$ cat config.mk
export PLATFORM = sky130hd
export DESIGN_NAME = bk_sequencer
export DESIGN_NICKNAME = d
export VERILOG_FILES = /design/src/rtl/bk_sequencer.sv
export SDC_FILE = /design/constraint.sdc
export NUM_CORES = 1
export LEC_CHECK = 0
export BUFFER_PORTS_ARGS = -buffer_cell sky130_fd_sc_hd__buf_2
export CAP_MARGIN = 30
export CORE_MARGIN = 2
export CORE_UTILIZATION = 47
export DETAILED_ROUTE_END_ITERATION = 8
export HOLD_SLACK_MARGIN = 0.06
export MAX_ROUTING_LAYER = met4
export PLACE_DENSITY = 0.76
export SYNTH_ARGS = -nofsm -noshare
export SYNTH_HDL_FRONTEND = slang
export SYNTH_SLANG_ARGS = --single-unit
$ cat constraint.sdc
create_clock -name clk_sys -period 4.4 [get_ports clk_sys]
set_input_delay 0.66 -clock clk_sys [delete_from_list [all_inputs] [get_ports clk_sys]]
set_output_delay 0.66 -clock clk_sys [all_outputs]
set_load 0.01 [all_outputs]
$ cat src/rtl/bk_sequencer.sv
// Save-state sequencer: streams one slot of SECTORS sectors to or from the SD image via the hps_io ack handshake.
// Optional autosave of dirty backup RAM is enabled by defining BK_AUTOSAVE_EN.
module bk_sequencer #(
    parameter int unsigned SECTORS = 64,
    parameter int unsigned SLOTS   = 4,
    parameter int unsigned LBA_W   = 32,
    localparam int unsigned SLOT_W = (SLOTS > 1) ? $clog2(SLOTS) : 1
) (
    input  logic               clk_sys,
    input  logic               reset_n,
    input  logic               ena,
    input  logic               load,
    input  logic               save,
    input  logic [SLOT_W-1:0]  slot,
    input  logic               abort,
    input  logic               sd_ack,
    input  logic               dirty_set,
    input  logic               autosave,
    output logic [LBA_W-1:0]   sd_lba,
    output logic               sd_rd,
    output logic               sd_wr,
    output logic               busy,
    output logic               loading,
    output logic               done,
    output logic               err,
    output logic               dirty
);

    localparam int unsigned IDX_W = $clog2(SECTORS);

    typedef enum logic [1:0] {S_IDLE, S_REQ, S_XFER} state_t;

    state_t              state_q, state_d;
    logic [SLOT_W-1:0]   slot_q, slot_d;
    logic [IDX_W-1:0]    idx_q, idx_d;
    logic                loading_d, busy_d, rd_d, wr_d, done_d, err_d, dirty_d;
    logic                abort_pend_q, abort_pend_d;
    logic                load_q, save_q, ack_q;

    logic                load_rise_c, save_rise_c, auto_start_c, start_c;
    logic                ack_rise_c, ack_fall_c, cancel_c, last_c;

    assign load_rise_c = load & ena & ~load_q;
    assign save_rise_c = save & ena & ~save_q;
    assign ack_rise_c  = sd_ack & ~ack_q;
    assign ack_fall_c  = ~sd_ack & ack_q;
    assign cancel_c    = abort | ~ena;
    assign last_c      = (idx_q == IDX_W'(SECTORS - 1));
    assign start_c     = load_rise_c | save_rise_c | auto_start_c;

    // Slot field sits directly above the sector index; the index never wraps into it.
    assign sd_lba = LBA_W'({slot_q, idx_q});

`ifdef BK_AUTOSAVE_EN
    logic auto_q;

    assign auto_start_c = autosave & ena & ~auto_q & dirty;

    always_ff @(posedge clk_sys or negedge reset_n) begin
        if (!reset_n) begin
            auto_q <= 1'b0;
        end else begin
            auto_q <= autosave & ena;
        end
    end
`else
    logic unused_autosave;

    assign auto_start_c    = 1'b0;
    assign unused_autosave = dirty_set ^ autosave;
`endif

    // State and output registers
    always_ff @(posedge clk_sys or negedge reset_n) begin
        if (!reset_n) begin
            state_q      <= S_IDLE;
            slot_q       <= '0;
            idx_q        <= '0;
            abort_pend_q <= 1'b0;
            load_q       <= 1'b0;
            save_q       <= 1'b0;
            ack_q        <= 1'b0;
            loading      <= 1'b0;
            busy         <= 1'b0;
            sd_rd        <= 1'b0;
            sd_wr        <= 1'b0;
            done         <= 1'b0;
            err          <= 1'b0;
            dirty        <= 1'b0;
        end else begin
            state_q      <= state_d;
            slot_q       <= slot_d;
            idx_q        <= idx_d;
            abort_pend_q <= abort_pend_d;
            load_q       <= load & ena;
            save_q       <= save & ena;
            ack_q        <= sd_ack;
            loading      <= loading_d;
            busy         <= busy_d;
            sd_rd        <= rd_d;
            sd_wr        <= wr_d;
            done         <= done_d;
            err          <= err_d;
            dirty        <= dirty_d;
        end
    end

    // Next-state and next-output logic
    always_comb begin
        state_d      = state_q;
        slot_d       = slot_q;
        idx_d        = idx_q;
        abort_pend_d = abort_pend_q;
        loading_d    = loading;
        busy_d       = busy;
        rd_d         = sd_rd;
        wr_d         = sd_wr;
        done_d       = 1'b0;
        err_d        = err;

        case (state_q)
            S_IDLE: begin
                // Load beats save, and both beat autosave
                if (start_c) begin
                    slot_d       = slot;
                    idx_d        = '0;
                    loading_d    = load_rise_c;
                    busy_d       = 1'b1;
                    err_d        = 1'b0;
                    rd_d         = load_rise_c;
                    wr_d         = ~load_rise_c;
                    abort_pend_d = 1'b0;
                    state_d      = S_REQ;
                end
            end
            S_REQ: begin
                if (cancel_c) begin
                    rd_d      = 1'b0;
                    wr_d      = 1'b0;
                    busy_d    = 1'b0;
                    loading_d = 1'b0;
                    err_d     = 1'b1;
                    state_d   = S_IDLE;
                end else if (ack_rise_c) begin
                    rd_d    = 1'b0;
                    wr_d    = 1'b0;
                    state_d = S_XFER;
                end
            end
            S_XFER: begin
                // A cancel here waits for the ack to fall so hps_io finishes its sector
                if (cancel_c) begin
                    abort_pend_d = 1'b1;
                end
                if (ack_fall_c) begin
                    if (abort_pend_q || cancel_c) begin
                        busy_d       = 1'b0;
                        loading_d    = 1'b0;
                        err_d        = 1'b1;
                        abort_pend_d = 1'b0;
                        state_d      = S_IDLE;
                    end else if (last_c) begin
                        busy_d    = 1'b0;
                        loading_d = 1'b0;
                        done_d    = 1'b1;
                        state_d   = S_IDLE;
                    end else begin
                        idx_d   = idx_q + IDX_W'(1);
                        rd_d    = loading;
                        wr_d    = ~loading;
                        state_d = S_REQ;
                    end
                end
            end
            default: begin
                state_d = S_IDLE;
            end
        endcase
    end

    // Dirty tracking
    always_comb begin
        dirty_d = 1'b0;
`ifdef BK_AUTOSAVE_EN
        dirty_d = dirty;
        if (done_d && loading) begin
            dirty_d = 1'b0;
        end else if (dirty_set) begin
            dirty_d = 1'b1;
        end else if (done_d) begin
            dirty_d = 1'b0;
        end
`endif
    end

endmodule

==> run summary, run 1 <==
Status - complete, but fails checks
Violated checks - DRC
R2R cell count - 5
DRT iter0 DRCs - 26
CTS tree - yes
Number of port buffers - 22
Setup-failing EPs final - 0
Vias in the first global route - 929
Worst r2r dst - idx_q[3]$_DFFE_PN0P_
Clock Latency Late Sink - 0.31 ns
Least-Margin Pin Slew - 0.781 ns
Rows - 19
Max IR drop VDD - 0.381 mV
Crit path capture type - register
Post-CTS setup buffer count - 0
Layout cell share with drive strength beyond 1 - 29.5%
Die ar. - 0.00348 mm^2
Synth Instances - 133
Met2 Usage GRT - 27.1%
Max_cap viols - 0
Post-synthesis sequential area ratio - 35.2%
Net switching power - 280 uW
Slew Viols, Final - 0
Initial antenna violation count - 0
Hold Path Class - in -> async
Commonest register cell after synthesis - dfrtp_1
Mean post-synth cell area - 10.7 um^2
Synth Cell Area - 0.00142 mm^2
Num CTS Buffers - 3
Met1 usage - 18.5%
Commonest non-fill, non-tap cell in the layout - conb_1
DP HPWL - 1.96 mm
Post-layout nets - 173
Fin crit period - 2.32 ns
Die height - 59.0 um
Root Driver - clkbuf_4
GR Util met3 - 4.59%
Final setup margin - 2.08 ns
Starting Density - 50.6%
First-pass GRT wire length - 4.04 mm
YS warnings - 0
Fmax - 0.431 GHz
Drt wl/cell - 13.3 um
WL final - 2.48 mm
Reg2Reg Setup Slack - 2.08 ns
Post-route ant nets - 0
Critical-path cell list - inv_1, ha_1, nand2_1, and2_1, a221o_1
Synth cell types - 46
Flop pwr share - 34.4%
Yosys top cell by area - dfrtp_1
Ports - 50
Power Density - 510 mW/mm^2
Period Utilization, post-route - 52.7%
Crit Reg-Reg Startpoint - state_q[0]$_DFFE_PN0P_
Commonest non-fill, non-tap cells in the layout - conb_1 (25), buf_2 (22), dfrtp_1 (20)
Cts hold-fix bufs - 0
Ranking of synthesized cells by area - dfrtp_1 (35%), buf_4 (13%), ha_1 (4.4%), a221oi_4 (3.7%), mux2_1 (2.4%)
Fin cells - 187
CP max-delay cell - ha_1
Global routing's busiest layer - met2
Yosys reg bits - 20
Internal power - 493 uW
RSZ-0062 raised after global routing - false
Routed vias - 986
Setup WS pre-CTS - 2.11 ns
Critical Path Start Type - register
Static Leakage - 0.755 nW
TritonCTS Sinks - 20
Switching share of power - 36.3%
Post-synth ARST share - 100%
Critical path type - reg -> reg
Core box area - 0.00281 mm^2
Maximum clock insertion buffer count - 2
# fillers - 249
Largest net degree at the start of global routing - 21
Remaining Overflow, GRT - 0
H-tree levels - 1
DRC - 4
Routability cong. - 0.820
Vias per std cell - 5.27
CP required - 4.59 ns
Worst slew margin - 47.9%
Crit-path max FO - 20
Endpoints failing hold - 0
EDFF count, synth - 0
Logic gate share of total power - 46.3%
Dpl cells - 183
Synth-to-Final Area Change - 6.70%
Worst path max stage delay - 0.67 ns
Ant. Diodes - 0
Clock transition at path regs - 0.12 ns
Total power - 773 uW
First drt pass iteration count - 6
Clock power frac - 19.2%
Setup Skew - 0.0155 ns
Total Negative Setup Slacks - 0 ns
Post-CTS Resized - 0
Critical path arrival - 2.51 ns
Synth top area share - 35.2%
Die X - 59.0 um
GRT Total Usage - 15.7%
-- power groups by stage --
stage	clock network (mW)	logic [mW]	registers, mW
floorplan	0	0.273	0.282
global placement	0	0.347	0.266
detailed placement	0	0.359	0.269
CTS	0.154	0.361	0.266
global route	0.165	0.387	0.273
finish	0.149	0.358	0.266
-- flip-flops by register name (all words and copies together), names as in the netlist --
register      flops
idx_q             6
abort_pend_q      1
err               1
save_q            1
state_q           2
busy              1
slot_q            2
load_q            1
ack_q             1
loading           1
sd_wr             1
done              1
sd_rd             1
-- critical path: cells and delay by family (launching register included) --
kind                     cells  cell delay, ns
AND/OR/NAND/NOR              2            0.66
adder cells (fa/ha/maj)      1            0.67
AO/OA/AOI/OAI                1            0.35
buffers and inverters        1            0.09
flip-flops                   1            0.43
-- final cells by class --
cell class / instances / area (um^2) / share of cell area [%]
multi-input cells: 103 / 787 / 51.9
flip-flops and latches: 20 / 500 / 33.0
repair buffers: 22 / 110 / 7.27
well taps: 31 / 38.8 / 2.56
clock inverters: 1 / 30.0 / 1.98
inverters: 7 / 26.3 / 1.73
clock buffers: 3 / 22.5 / 1.49
-- cell usage after synthesis (2+ instances only) --
master     n
a21oi_1    6
a221o_1    2
a221oi_4   2
a311o_1    2
and2_1     3
and3_1     3
and3_2     2
and3b_1    2
buf_4     25
dfrtp_1   20
ha_1       5
inv_1      7
mux2_1     3
mux2_2     2
mux2_4     2
mux2i_1    2
nand2_1    4
nand2b_1   5
nand3_1    4
nor2_1     2
o211ai_1   3
o211ai_2   2
o311ai_1   2
-- per-layer routing --
layer,share of wire (%),up-vias
li1,-,478
met1,43,472
met2,51,34
met3,5.5,2
met4,0.32,0
met5,0,-
-- stage by stage --
| stage | utilization [%] | hold slack [ns] | cell area (um^2) |
|---|---|---|---|
| 6_report | 54.0 | 0.269 | 1520 |
| 5_1_grt | 54.0 | 0.279 | 1520 |
| 4_1_cts | 54.0 | 0.278 | 1520 |
| 3_5_place_dp | 52.1 | 0.490 | 1460 |
| 3_3_place_gp | 52.1 | 0.473 | 1460 |
| 2_1_floorplan | - | 0.364 | 1510 |
-- cell families (layout without fill, tap and decap cells) --
family	Yosys count	count (layout)	synth area share [%]
flip-flops	20	20	35.2
AND/OR/NAND/NOR	36	36	16.9
buffers and inverters	34	33	15.7
other	1	25	0.264
multiplexers	9	9	7.49
adder cells (fa/ha/maj)	5	5	4.41
AO/OA/AOI/OAI	28	28	20.0
-- how the worst max path moves through the flow --
stage	startpoint	to	cells after the start
global route	state_q[0]$_DFFE_PN0P_	idx_q[3]$_DFFE_PN0P_	5
CTS	state_q[0]$_DFFE_PN0P_	idx_q[3]$_DFFE_PN0P_	5
detailed placement	state_q[0]$_DFFE_PN0P_	idx_q[3]$_DFFE_PN0P_	5
global placement	state_q[0]$_DFFE_PN0P_	idx_q[3]$_DFFE_PN0P_	5
floorplan	save	sd_wr$_DFFE_PN0P_	4
finish	state_q[0]$_DFFE_PN0P_	idx_q[3]$_DFFE_PN0P_	5
(Power assumes the default switching activity.)
==> inputs of run 2 (changes only) <==
- ABC_AREA: unset -> 1
- clock period: 4.4 -> 2.3 ns (I/O delays scaled with it)
==> run 2 against run 1 <==
  * The run still ends with DRC left
  * Final cell count increased by 32%
  * Sequential share of layout area is 0.36 points higher
  * Largest cell class unchanged
  * Total power grew 78%
  * Synthesized area down 0.18%
  * Critical path type unchanged
  * Clock skew is 0.014 ns lower
  * Count of clock-buffer cells in the layout up 1
  * Core utilization decreased by 0.58 points
==> run summary, run 2 <==
RSZ-0062 raised after global routing - false
Ports - 50 (unchanged)
Drt wl/cell - 9.46 um (-29%)
Total Negative Setup Slacks - 0 ns (unchanged)
CP required - 2.55 ns (-2.04 ns)
Ranking of synthesized cells by area - dfrtp_1 (35%), nand2_1 (17%), buf_4 (13%), inv_1 (5.3%), ha_1 (4.4%)
WL final - 2.33 mm (-6.1%)
Worst r2r dst - idx_q[5]$_DFFE_PN0P_
Routed vias - 1106 (+12%)
Synth Instances - 191 (+44%)
CTS tree - yes
Synth top area share - 35.3% (+0.062 points)
# fillers - 271 (+8.8%)
Initial antenna violation count - 0 (unchanged)
Routability cong. - 0.784 (-4.4%)
Yosys reg bits - 20 (unchanged)
Core box area - 0.00281 mm^2 (unchanged)
Top cell by count, worst path - nand2_1
Vias per std cell - 4.50 (-15%)
WP depth - 8 (+3)
Remaining Overflow, GRT - 0 (unchanged)
Max reg flops - 6 (unchanged)
Multiplexer area fraction after synthesis - 0% (-7.5 points)
Synth Area in Adders - 4.41% (+0.0078 points)
Commonest non-fill, non-tap cell in the layout - nand2_1
Crit path from - state_q[0]$_DFFE_PN0P_
Violated checks - DRC
Worst path max stage delay - 0.43 ns (-0.24 ns)
Count leader, synth - nand2_1
Critical-path cell list - inv_1, ha_1, inv_2, nor2_1, a21oi_2, nor2_4, nand2_1, nand2_1
Power Density - 920 mW/mm^2 (+80%)
Post-synthesis sequential area ratio - 35.3% (+0.062 points)
Critical Path Start Type - register
Commonest register cell after synthesis - dfrtp_1
Crit path capture type - register
Post-CTS Resized - 0 (unchanged)
Clock transition at path regs - 0.11 ns (about the same)
Cell family with most CP delay - simple AND/OR/NAND/NOR gates
First drt pass iteration count - 6 (unchanged)
Critical path arrival - 1.91 ns (-0.60 ns)
Post-Synth XOR/XNOR Area - 0.618% (+0.62 points)
Simple-gate share of the synthesized area - 35.9% (+19 points)
Max IR drop VDD - 0.540 mV (+42%)
YS warnings - 0 (unchanged)
Die ar. - 0.00347 mm^2 (-0.17%)
Reg2Reg Setup Slack - 0.65 ns (-1.43 ns)
Worst Path Buf+Inv - 2 (+1)
Period Utilization, post-route - 71.9% (+19 points)
Critical path type - reg -> reg
Die height - 58.9 um (about the same)
Post-layout nets - 232 (+34%)
DRT iter0 DRCs - 27 (+3.8%)
Status - complete, but fails checks
Endpoints failing hold - 0 (unchanged)
Starting Density - 50.5% (-0.089 points)
Clock Latency Late Sink - 0.30 ns (about the same)
First-pass GRT wire length - 4.04 mm (+0.17%)
Largest register by flop count - idx_q
Largest net degree at the start of global routing - 21 (unchanged)
Crit-path max FO - 9 (-55%)
Synth Cell Area - 0.00142 mm^2 (-0.18%)
Crit Reg-Reg Startpoint - state_q[0]$_DFFE_PN0P_
H-tree levels - 1 (unchanged)
Post-synthesis compound-gate area fraction - 3.27% (-17 points)
Synth cell types - 25 (-46%)
DRC - 7 (+3)
CP max-delay cell - dfrtp_1
Hold Path Class - in -> reg
Fin cells - 246 (+32%)
Registers with the most flip-flops - idx_q: 6 flops, slot_q: 2 flops, state_q: 2 flops
Commonest non-fill, non-tap cells in the layout - nand2_1 (64), conb_1 (25), buf_2 (22)
Layout cell share with drive strength beyond 1 - 21.4% (-8.1 points)
Slew Viols, Final - 0 (unchanged)
Setup Skew - 0.00191 ns (-0.0136 ns)
Yosys top cell by area - dfrtp_1
Fin crit period - 1.65 ns (-0.666 ns)
GRT Total Usage - 15.6% (-0.065 points)
Maximum clock insertion buffer count - 2 (unchanged)
Vias in the first global route - 979 (+5.4%)
Number of port buffers - 22 (unchanged)
Num CTS Buffers - 3 (unchanged)
Max_cap viols - 0 (unchanged)
R2R cell count - 8 (+3)
Root Driver - clkbuf_4
Crit path to - idx_q[5]$_DFFE_PN0P_
Setup-failing EPs final - 0 (unchanged)
EDFF count, synth - 0 (unchanged)
Mean post-synth cell area - 7.42 um^2 (-30%)
Synth top cells by count - nand2_1 (64), buf_4 (25), dfrtp_1 (20), inv_1 (20), nor2_1 (14)
Die X - 58.9 um (about the same)
Ant. Diodes - 0 (unchanged)
Fmax - 0.604 GHz (+40%)
Dpl cells - 241 (+32%)
TritonCTS Sinks - 20 (unchanged)
Post-synth ARST share - 100% (unchanged)
Rows - 19 (unchanged)
Largest family of logic cells by synthesized area - simple AND/OR/NAND/NOR gates
Synth-to-Final Area Change - 5.74%
Static Leakage - 0.904 nW (+20%)
DP HPWL - 1.82 mm (-7.1%)
Post-route ant nets - 0 (unchanged)
[run 2: cell types whose count changed in the layout (fill, tap and decap cells not counted), moves of 4 or more]
cell	change
nand2_2	+4
a21oi_1	-5
nor2_1	+12
nand2b_1	-5
nand3_1	+8
inv_1	+13
nand2_1	+60
[run 2: layout make-up]
class	count	area, um^2	area share (%)
well taps	31	38.8	2.59
inverters	22	82.6	5.51
repair buffers	23	120	8.01
flip-flops and latches	20	500	33.4
clock buffers	4	36.3	2.42
multi-input cells	146	721	48.1
[run 2: routing by layer]
layer  vias up  GRT usage [%]  share of wire, %
met4         0           7.79               2.0
met1       478           21.6                47
met3         5           1.54               6.9
met5         -              -                 0
met2        44           22.7                44
li1        579              -                 -
[run 2: kinds of logic after synthesis]
family | after synthesis
flip-flops | 20
AND/OR/NAND/NOR | 109
other | 1
AO/OA/AOI/OAI | 6
buffers and inverters | 49
adder cells (fa/ha/maj) | 5
XOR/XNOR | 1
[run 2: timing repair]
item / 4_1_cts / 5_1_grt
buffers inserted: 0 / 0
endpoints found under the hold margin: 20 / 0
hold buffers: 1 / 0
[run 2: worst min path at each step]
stage                       start                  endpoint  slack [ns]  cells after the start
after floorplan           reset_n  abort_pend_q$_DFFE_PN0P_        0.05                      0
after global placement    reset_n      idx_q[3]$_DFFE_PN0P_        0.31                      1
after detailed placement  reset_n      idx_q[3]$_DFFE_PN0P_        0.32                      1
after CTS                  sd_ack           ack_q$_DFF_PN0_        0.14                      1
after global routing       sd_ack           ack_q$_DFF_PN0_        0.14                      1
final                      sd_ack           ack_q$_DFF_PN0_        0.15                      1
[run 2: report_power, final]
group | internal [mW] | switching, mW | total (mW)
combinational | 0.235 | 0.435 | 0.670
sequential | 0.441 | 0.0598 | 0.501
clock | 0.0967 | 0.111 | 0.208
total | 0.773 | 0.606 | 1.38
[run 2: metrics by stage]
stage / instance area (um^2) / setup WS [ns] / total power, mW / hold slack, ns / util (%)
CTS: 1500 / 0.644 / 1.39 / 0.141 / 53.4
global placement: 1450 / 0.695 / 1.17 / 0.313 / 51.8
global route: 1500 / 0.454 / 1.52 / 0.141 / 53.4
floorplan: 1510 / 0.924 / 1.05 / 0.0494 / -
finish: 1500 / 0.646 / 1.38 / 0.149 / 53.4
detailed placement: 1450 / 0.665 / 1.18 / 0.319 / 51.8
==> inputs of run 3 (changes only) <==
- clock period: 2.3 -> 1.7 ns (I/O delays scaled with it)
==> run 3 against run 2 <==
  * The run still ends with DRC left
  * Clock skew up 0.0049 ns
  * Sequential share of layout area down 0.19 points
  * Flip-flop and latch count unchanged
  * Register-to-register slack worse by 0.47 ns
  * Critical path depth up 3
  * Worst hold slack better by 0.011 ns
  * Die area unchanged
  * Sequential power up 35%
  * Final cell count up 0.41%
  * Wire length up 3.6%
  * Setup slack worse by 0.48 ns
  * Critical path type is now in -> reg
  * Largest cell class unchanged
==> run summary, run 3 (synthesized netlist as in run 2, its figures left out) <==
Commonest non-fill, non-tap cell in the layout - nand2_1
WL final - 2.41 mm (+3.6%)
Drt wl/cell - 9.77 um (+3.2%)
Routed length on met2 - 1.05 mm (+2.6%)
Remaining Overflow, GRT - 0 (unchanged)
Layout cell share with drive strength beyond 1 - 22.2% (+0.83 points)
Critical-path cell list - dlygate4sd3_1, buf_2, inv_1, nand2_1, nand2_2, nand2_1, nor2_1, nand2_1, nor2_1, nand2_1, nand2_1
Status - complete, but fails checks
Setup WS pre-CTS - 0.0844 ns (-0.581 ns)
Cell family with most CP delay - simple AND/OR/NAND/NOR gates
Crit-path max FO - 5 (-4)
Final setup margin - 0.163 ns (-0.483 ns)
Die height - 58.9 um (unchanged)
Routed vias - 1137 (+2.8%)
Setup-failing EPs final - 0 (unchanged)
Hold Path Class - in -> reg
Largest net degree at the start of global routing - 21 (unchanged)
Vias in the first global route - 944 (-3.6%)
Period Utilization, post-route - 90.4%
Worst Path Buf+Inv - 3 (+1)
Registers with the most flip-flops - idx_q: 6 flops, slot_q: 2 flops, state_q: 2 flops
Fin crit period - 1.54 ns
Number of port buffers - 22 (unchanged)
Post-route ant nets - 0 (unchanged)
Top cell by count, worst path - nand2_1
Post-CTS setup buffer count - 0 (unchanged)
DRC - 7 (unchanged)
Util after Layout - 53.7% (+0.31 points)
DP HPWL - 1.91 mm (+4.5%)
Met1 wire length - 1.19 mm (+8.6%)
Fmax - 0.651 GHz
Max layer used - met4
Largest register by flop count - idx_q
Starting Density - 50.5% (unchanged)
Post-layout nets - 234 (+0.86%)
Vias per std cell - 4.60 (+2.4%)
Wire length on met3 - 131 um (-18%)
GRT Total Usage - 15.7% (+0.10 points)
First drt pass iteration count - 6 (unchanged)
Slew Viols, Final - 0 (unchanged)
CP required - 1.94 ns (-0.61 ns)
Ports - 50 (unchanged)
Die ar. - 0.00347 mm^2 (unchanged)
DRT iter0 DRCs - 35 (+30%)
Static Leakage - 0.903 nW (about the same)
Die X - 58.9 um (unchanged)
Power Density - 1220 mW/mm^2 (+32%)
Worst path max stage delay - 0.53 ns (+0.10 ns)
Critical path type - in -> reg
First-pass GRT wire length - 4.05 mm (+0.17%)
Core box area - 0.00281 mm^2 (unchanged)
# fillers - 283 (+4.4%)
CP max-delay cell - dlygate4sd3_1
Max_cap viols - 0 (unchanged)
Commonest non-fill, non-tap cells in the layout - nand2_1 (64), conb_1 (25), buf_2 (22)
Clock transition at path regs - 0.11 ns (about the same)
Routability cong. - 0.804 (+2.6%)
Max reg flops - 6 (unchanged)
CTS tree - yes
Rows - 19 (unchanged)
Maximum clock insertion buffer count - 2 (unchanged)
RSZ-0062 raised after global routing - false
Critical Path Start Type - primary input
Num CTS Buffers - 3 (unchanged)
Synth-to-Final Area Change - 6.36%
Root Driver - clkbuf_4
Crit path capture type - register
Critical path arrival - 1.77 ns (-0.14 ns)
Clock Latency Late Sink - 0.30 ns (about the same)
Total power - 1.84 mW (+33%)
Setup Skew - 0.00676 ns (+0.00485 ns)
H-tree levels - 1 (unchanged)
Endpoints failing hold - 0 (unchanged)
Violated checks - DRC
TritonCTS Sinks - 20 (unchanged)
Max IR drop VDD - 0.860 mV (+59%)
Initial antenna violation count - 0 (unchanged)
Total Negative Setup Slacks - 0 ns (unchanged)
Ant. Diodes - 0 (unchanged)
run 3: changes by cell type in the layout (fill, tap and decap cells not counted):
cell and delta:
dlygate4sd3_1 +1, ha_1 -2, buf_4 +1, clkbuf_8 -1, ha_2 +2
run 3: report_power, final:
group          leakage [nW]  switching (mW)  internal [mW]
registers             0.263          0.0794          0.597
logic                 0.626           0.601          0.338
clock network        0.0138           0.137         0.0825
run 3: worst min-delay path, stage by stage:
cell and delay (ns):
buf_2 0.09, nand2_1 0.05, inv_1 0.04
run 3: routing by layer:
| metal | GRT usage [%] | up-vias |
|---|---|---|
| met2 | 23.7 | 37 |
| met3 | 1.98 | 4 |
| met5 | - | - |
| met4 | 5.84 | 0 |
| li1 | - | 582 |
| met1 | 21.6 | 514 |
run 3: layout make-up:
class | count | area, um^2 | area share [%]
Clock buffer | 3 | 22.5 | 1.49
Inverter | 22 | 82.6 | 5.48
Multi-Input combinational cell | 146 | 726 | 48.1
Sequential cell | 20 | 500 | 33.2
Tap cell | 31 | 38.8 | 2.57
Timing Repair Buffer | 25 | 138 | 9.13
run 3: what timing repair did:
action | in CTS | in global routing
hold buffers | 1 | 1
gates resized for setup | 0 | 2
endpoints found under the setup margin | 0 | 12
hold endpoints to repair | 20 | 1
run 3: through the flow:
step / cells / hold WS, ns / area, um^2
after global placement: 242 / 0.223 / 1460
after detailed placement: 242 / 0.228 / 1460
after CTS: 246 / 0.0659 / 1490
after global routing: 247 / 0.148 / 1510
final: 247 / 0.159 / 1510
after floorplan: 215 / -0.0406 / 1510
run 3: final timing paths:
kind / endpoint / start / cells after the start / slack, ns
max: busy$_DFFE_PN0P_ / sd_ack / 11 / 0.16
min: save_q$_DFF_PN0_ / save / 3 / 0.16
max reg2reg: busy$_DFFE_PN0P_ / state_q[0]$_DFFE_PN0P_ / 9 / 0.18
min reg2reg: sd_wr$_DFFE_PN0P_ / sd_wr$_DFFE_PN0P_ / 2 / 0.47
max in group asynchronous: state_q[0]$_DFFE_PN0P_ / reset_n / 2 / 0.96
min in group asynchronous: idx_q[3]$_DFFE_PN0P_ / reset_n / 2 / 0.43
